===== src/rtl/cvp14_pkg.sv =====
// Shared types and constants for the system-memory port arbiter.
package cvp14_pkg;

  localparam int BURST_LEN = 16;

  typedef enum logic [2:0] {
    ST_IDLE   = 3'd0,
    ST_FETCH  = 3'd1,
    ST_FWAIT  = 3'd2,
    ST_VBURST = 3'd3,
    ST_VDRAIN = 3'd4
  } arbState_t;

  typedef enum logic {
    REQ_IF = 1'b0,
    REQ_V  = 1'b1
  } reqId_t;

endpackage


===== src/rtl/burst_beat_counter.sv =====
// Beat counter for vector bursts: synchronous clear, count enable, all-ones terminal flag.
module burst_beat_counter #(
  parameter int WIDTH = 4
) (
  input  logic             Clk1,
  input  logic             Reset,
  input  logic             clear,
  input  logic             enable,
  output logic [WIDTH-1:0] count,
  output logic             terminal
);

  always_ff @(posedge Clk1) begin
    if (Reset || clear) begin
      count <= '0;
    end else if (enable) begin
      count <= count + 1'b1;
    end
  end

  assign terminal = &count;

endmodule


===== src/rtl/mem_port_arbiter.sv =====
// Round-robin arbiter and sequencer sharing the system-memory port between
// single-word instruction fetches and fixed-length vector bursts.
module mem_port_arbiter
  import cvp14_pkg::*;
#(
  parameter int AW    = 16,
  parameter int DW    = 16,
  parameter int BURST = BURST_LEN,
  localparam int BW   = $clog2(BURST)
) (
  input  logic          Clk1,
  input  logic          Reset,
  input  logic          IfReq,
  input  logic [AW-1:0] IfAddr,
  output logic          IfGnt,
  output logic          IfValid,
  input  logic          VReq,
  input  logic          VWr,
  input  logic [AW-1:0] VBase,
  output logic          VGnt,
  output logic [BW-1:0] VBeat,
  input  logic [DW-1:0] VWData,
  output logic          VRValid,
  output logic [BW-1:0] VRBeat,
  output logic          VDone,
  output logic [DW-1:0] RData,
  output logic [AW-1:0] Addr,
  output logic          RD,
  output logic          WR,
  output logic [DW-1:0] DataOut,
  input  logic [DW-1:0] DataIn
);

  arbState_t     state;
  reqId_t        lastReq;
  logic [AW-1:0] vBaseLatched;
  logic          vWrLatched;
  logic          capPending;
  logic [BW-1:0] capBeat;

  logic [BW-1:0] beatCnt;
  logic          beatTc;
  logic [BW-1:0] nextBeat;

  burst_beat_counter #(.WIDTH(BW)) beatCounter (
    .Clk1     (Clk1),
    .Reset    (Reset),
    .clear    (state != ST_VBURST),
    .enable   (state == ST_VBURST),
    .count    (beatCnt),
    .terminal (beatTc)
  );

  assign nextBeat = beatCnt + 1'b1;
  assign VBeat    = (state == ST_VBURST) ? beatCnt : '0;
  assign DataOut  = WR ? VWData : '0;

  always_ff @(posedge Clk1) begin
    if (Reset) begin
      state        <= ST_IDLE;
      lastReq      <= REQ_V;
      vBaseLatched <= '0;
      vWrLatched   <= 1'b0;
      capPending   <= 1'b0;
      capBeat      <= '0;
      Addr         <= '0;
      RD           <= 1'b0;
      WR           <= 1'b0;
      RData        <= '0;
      IfGnt        <= 1'b0;
      IfValid      <= 1'b0;
      VGnt         <= 1'b0;
      VRValid      <= 1'b0;
      VRBeat       <= '0;
      VDone        <= 1'b0;
    end else begin
      IfGnt      <= 1'b0;
      VGnt       <= 1'b0;
      IfValid    <= 1'b0;
      VDone      <= 1'b0;
      VRValid    <= 1'b0;
      capPending <= 1'b0;

      // Load beats land on DataIn one cycle after issue; capture them here.
      if (capPending) begin
        RData   <= DataIn;
        VRValid <= 1'b1;
        VRBeat  <= capBeat;
      end

      case (state)
        ST_IDLE: begin
          if (IfReq && (!VReq || lastReq == REQ_V)) begin
            state   <= ST_FETCH;
            Addr    <= IfAddr;
            RD      <= 1'b1;
            IfGnt   <= 1'b1;
            lastReq <= REQ_IF;
          end else if (VReq) begin
            state        <= ST_VBURST;
            Addr         <= VBase;
            vBaseLatched <= VBase;
            vWrLatched   <= VWr;
            RD           <= !VWr;
            WR           <= VWr;
            VGnt         <= 1'b1;
            lastReq      <= REQ_V;
          end
        end
        ST_FETCH: begin
          RD    <= 1'b0;
          state <= ST_FWAIT;
        end
        ST_FWAIT: begin
          RData   <= DataIn;
          IfValid <= 1'b1;
          state   <= ST_IDLE;
        end
        ST_VBURST: begin
          if (!vWrLatched) begin
            capPending <= 1'b1;
            capBeat    <= beatCnt;
          end
          if (beatTc) begin
            RD <= 1'b0;
            WR <= 1'b0;
            if (vWrLatched) begin
              VDone <= 1'b1;
              state <= ST_IDLE;
            end else begin
              state <= ST_VDRAIN;
            end
          end else begin
            Addr <= vBaseLatched + AW'(nextBeat);
          end
        end
        ST_VDRAIN: begin
          VDone <= 1'b1;
          state <= ST_IDLE;
        end
        default: state <= ST_IDLE;
      endcase
    end
  end

endmodule

===== config.mk =====
export PLATFORM = sky130hd
export DESIGN_NAME = mem_port_arbiter
export DESIGN_NICKNAME = d
export VERILOG_FILES = /design/src/rtl/cvp14_pkg.sv /design/src/rtl/burst_beat_counter.sv /design/src/rtl/mem_port_arbiter.sv
export SDC_FILE = /design/constraint.sdc
export NUM_CORES = 1
export LEC_CHECK = 0
export CORE_MARGIN = 2
export CORE_UTILIZATION = 39
export DETAILED_ROUTE_END_ITERATION = 7
export GPL_TIMING_DRIVEN = 0
export PLACE_DENSITY_LB_ADDON = 0.2
export SKIP_CTS_REPAIR_TIMING = 1
export SKIP_LAST_GASP = 1
export SLEW_MARGIN = 30
export SYNTH_ARGS = -nofsm -noshare
export SYNTH_HDL_FRONTEND = slang
export SYNTH_HIERARCHICAL = 1
export SYNTH_SLANG_ARGS = --single-unit

===== constraint.sdc =====
create_clock -name Clk1 -period 2.4 [get_ports Clk1]
set_clock_uncertainty 0.15 [all_clocks]
set_input_delay 0.24 -clock Clk1 [delete_from_list [all_inputs] [get_ports Clk1]]
set_output_delay 0.24 -clock Clk1 [all_outputs]
set_load 0.02 [all_outputs]

# Word-level counts from Yosys, hierarchy flattened
# Index checks and enable logic that the tools add are counted.
# op_classes
addsub	2
mul	0
div	0
n_lt_le_gt_ge	0
eq_ne	10
shifts	0
muxes	30
n_bitwise	4
reduce_logical	21
# op_table
operator	count
2-to-1 mux 16 bit	6
one-hot mux 16 bit (2 select lines)	1
adder 16 x 4 -> 16 bit	1
2-to-1 mux 1 bit	14
2-to-1 mux 3 bit	4
one-hot mux 3 bit (3 select lines)	1
AND reduction 3 bit	3
!= test 2 bit, second input constant	4
AND reduction 4 bit	2
== test 3 x 2 -> 1 bit, second input constant	2
AND reduction 2 bit	3
nonzero test 2 bit	3
adder 4 x 1 -> 4 bit, second input constant	1
2-to-1 mux 4 bit	1
NOT 1 bit	4
one-hot mux 1 bit (2 select lines)	2
OR reduction 2 bit	2
== test 3 x 1 -> 1 bit, second input constant	1
== test 3 bit, second input constant	1
zero test 3 bit	1
!= test 3 x 2 -> 1 bit, second input constant	1
!= test 3 bit, second input constant	1
one-hot mux 1 bit (3 select lines)	1
nonzero test 3 bit	1
other kinds (4)	6
# word_totals
regBits	73
latch_bits	0
ramBits	0
mem_bits_ro	0
inputBits	69
out_inout_bits	63
memories	0

# Logic depth before layout (Yosys ltp)
# depth
ltp_word	5
mapped_depth	9
depth_no_buf	8

# By module
# Netlist, hierarchy kept.
# by_module_without_submodules
module	instances	cells_each	area_each_um2
mem_port_arbiter	1	396	3334.4
burst_beat_counter	1	18	193.9

# Worst setup path before layout
# No wires, ideal clock.
# synth_timing
path_kind	register -> register
startpoint	register beatCounter.count[0]
endpoint	register Addr[5]
setup_ns	0.116
t_arrival_ns	2.029
required_ns	2.134
path_slack_ns	0.104
stages_incl_launch_ff	10
synth_period_minus_slack_ns	2.296
path_cell_list	dfxtp_1 > ha_1 > and3_1 > nand2b_1 > mux2_2 > or2_1 > buf_6 > buf_6 > and3_1 > a41o_1
# synth_via
elab_cells_between_ends	7
# synth_rtl
item	line_no	text
start: declaration	burst_beat_counter.sv:9	output logic [WIDTH-1:0] count,
start signal: assignment	burst_beat_counter.sv:17	count <= count + 1'b1;
AND reduction 4 bit	burst_beat_counter.sv:21	assign terminal = &count;
net beatTc	mem_port_arbiter.sv:42	logic beatTc;
!= test 2 bit (no source line)	n/a	
AND reduction 3 bit (no source line)	n/a	
end signal: assignment	mem_port_arbiter.sv:95	Addr <= IfAddr;
end signal: assignment	mem_port_arbiter.sv:101	Addr <= VBase;
end signal: assignment	mem_port_arbiter.sv:134	Addr <= vBaseLatched + AW'(nextBeat);
end: declaration	mem_port_arbiter.sv:27	output logic [AW-1:0] Addr,
# The timed path passes the listed nets, and every way through them passes these cells. The select of a mux whose other input is x is not followed.
# A chain may end at the register's enable or synchronous reset.

# Final worst setup path
# layout_timing
startpoint	register beatCounter.count[0]
endpoint	register Addr[14]
# layout_via
elab_chain_len	4
elab_cells_between_ends	7
# layout_rtl
item	line_no	text
adder 4 x 1 -> 4 bit	mem_port_arbiter.sv:54	assign nextBeat = beatCnt + 1'b1;
adder 16 x 4 -> 16 bit	mem_port_arbiter.sv:134	
2-to-1 mux 16 bit	mem_port_arbiter.sv:124	if (beatTc) begin
one-hot mux 16 bit (2 select lines)	mem_port_arbiter.sv:91	case (state)
# Parallel ways exist; a longest one is shown, timed or not. The select of a mux whose other input is x is not followed.

==> reports/results.ini <==
[status]
outcome = finished, violations left
violations = negative setup slack

[critical_path]
r2r_cells = 8
cp_cell_sequence = ha_4 -> xor2_1 -> ha_2 -> nand3_1 -> nand2_1 -> nand3_1 -> xor2_1 -> a2111oi_1
reg2reg_slack_ps = -10
cp.arrival_ps = 2500
path_delay_family = adder cells
startpoint = beatCounter/count[0]
slowest_stage = a2111oi_1
cp_num_cells = 8
crit_fanout = 6
crit_type = register to register
endpoint_kind = register
crit_end = Addr[14]
critical_path_buf_inv_count = 0
required_ps = 2480
rr_endpoint = Addr[14]
slowest_delay_ps = 430
worstReg2RegStart = beatCounter/count[0]
crit_path_start_kind = register

[synthesis]
yosysTopAreaCellShare_pct = 41.4
synth_nets = 490
async_flop_share_pct = 0
avgSynthCellArea_um2 = 8.52
synthTopCellsByArea = dfxtp_1, mux2i_1, nand2_1
yosysSeqAreaShare_pct = 41.4
synthFlopType = dfxtp_1
syn_area_um2 = 3530
yosysUniqueCellTypes = 48
yosys.cell_count.top_type = dfxtp_1
synth_largest_area_cell = dfxtp_1
synth_edf_count = 0
yosys-top-cells-count = dfxtp_1, nand2_1, nor2_1
synthCells = 414
synth_warnings = 6
synth_seq_cells = 73

[flow_run]
maxCapViolations = 0

[global_route]
grt_pass1_vias = 3366
met3_usage_pct = 5.83
grt_pass1_wl_mm = 16.2
grt_use_met1_pct = 25.8
grtUsageMet2_pct = 33.7
grt_usage_pct = 20.5
grt_antenna_before_repair = 0
grt-ovfl-total = 0
gr-max-usage-layer = met2
grt_max_degree = 16

[floorplanning]
core_area_um2 = 8760
initial_core_util_pct = 40.3
fp-row-count = 34
die_area_um2 = 9820
io_pins = 132
chipHeight_um = 99.1
die_x_um = 99.1

[timing]
finalSetupViolCount = 1
finalCriticalPeriod_ps = 2410
finalMaxSlewViolations = 0
worst_slack_ps = -14.3
rsz0062_at_grt = yes
finalCritPeriodShare_pct = 101
slew_headroom_pct = 48.3
tightest_slew_ps = 774
clock.fmax_ghz = 0.414
hold_violations = 0

[clock_network]
clk_pin_slew_ps = 90
tritoncts = done
cts_made_buffers = 9
clock_sinks = 73
cts_root_buf = clkbuf_8
clockBufferDepth = 2
h-tree-depth = 3
worstSkewPairLatency_ps = 350

[finish]
area_delta_synth_final_pct = 52.9
fin_nets = 644
drive_gt1_share_pct = 12.0
antenna_cells = 0
layoutNonFillerInstCount = 681
nFillCells = 754

[power_and_ir_drop]
ir_drop_uv = 329
finalPower_mw = 3.05
power_density_nw_per_um2 = 566
power.leakage_nw = 2.23

[placed_design]
place_ws_ps = -530
gp_congestion = 0.908
placedCellCount = 652
port-buffer-count = 130
dp_hpwl_mm = 7.68

[drt]
firstDrtPassIters = 4
wl_per_cell_um = 15.5
viasPerCell = 5.26
drc = 0
first_iter_violations = 188
drt-total-wl_mm = 10.5
ant_nets = 0
via_count = 3582

[hold_path]
min_path_type = primary input to register

[worst min-delay path, cell delays in order]
cell      delay, ps
buf_2           160
a211oi_2        200
nand2_1          90
a21oi_1          50
[final cells by class]
class	count	area [um^2]	area share (%)
clock buffers	9	124	2.30
flip-flops and latches	73	1470	27.3
clock inverters	7	60.1	1.11
inverters	7	30.0	0.557
repair buffers	143	1410	26.2
well taps	108	135	2.50
multi-input cells	309	2010	37.3
plain buffers	25	148	2.74
[sequential cells by signal (all words and copies together), names as in the netlist, 3 cells and up]
name / cells
vBaseLatched: 16
Addr: 16
RData: 16
state: 3
beatCounter/count: 4
capBeat: 4
VRBeat: 4
[placed cells by master (no fill, tap or decap), drive strengths merged, types with 3 or more instances in the layout]
cell / instances
a211oi: 5
ha: 6
nor2: 43
nand3: 10
clkbuf: 24
dfxtp: 73
a22oi: 4
nor4: 4
a311o: 3
nand4: 5
buf: 23
nand2: 55
a211o: 6
o21ai: 12
inv: 10
mux2i: 24
nor3: 10
and3: 14
xor2: 8
dlymetal6s2s: 4
a2111oi: 6
clkdlybuf4s50: 126
clkinvlp: 4
mux2: 5
a21oi: 39
and2: 21
xnor2: 5
[power breakdown]
part | internal (mW) | switching, mW
Combinational | 0.397 | 0.394
Clock | 0.393 | 0.522
Sequential | 1.29 | 0.0549
Total | 2.08 | 0.971
[logic make-up after synthesis]
logic type	share of synthesized area [%]
buffers and inverters	4.57
AO/OA/AOI/OAI	15.2
AND/OR/NAND/NOR	24.3
flip-flops	41.4
XOR/XNOR	3.23
adder cells (fa/ha/maj)	2.70
multiplexers	8.51
[worst min-delay path by stage]
| stage | from | to | depth (start not counted) |
|---|---|---|---|
| 6_report | IfReq | vBaseLatched[3] | 4 |
| 5_1_grt | VBase[7] | vBaseLatched[7] | 3 |
| 4_1_cts | IfReq | vBaseLatched[0] | 4 |
| 3_5_place_dp | Addr[1] | Addr[1] | 2 |
| 3_3_place_gp | vBaseLatched[12] | vBaseLatched[12] | 2 |
| 2_1_floorplan | VBase[12] | vBaseLatched[12] | 2 |
[per-layer routing]
metal	routed length (um)	part of all wire (%)
met4	225	2.1
met2	5110	48
met1	4390	42
met5	0	0
met3	815	7.7
[through the flow]
| step | hold WS (ps) | cell area, um^2 | util, % | setup TNS, ps |
|---|---|---|---|---|
| after floorplan | 226 | 3530 | - | 0 |
| after global placement | 297 | 4960 | 56.7 | -5020 |
| after detailed placement | 303 | 4960 | 56.7 | -6010 |
| after CTS | 263 | 5150 | 58.8 | -4550 |
| after global routing | 302 | 5400 | 61.6 | -366 |
| final | 300 | 5400 | 61.6 | -14.3 |
No activity file was read; power rests on OpenSTA's default activity.
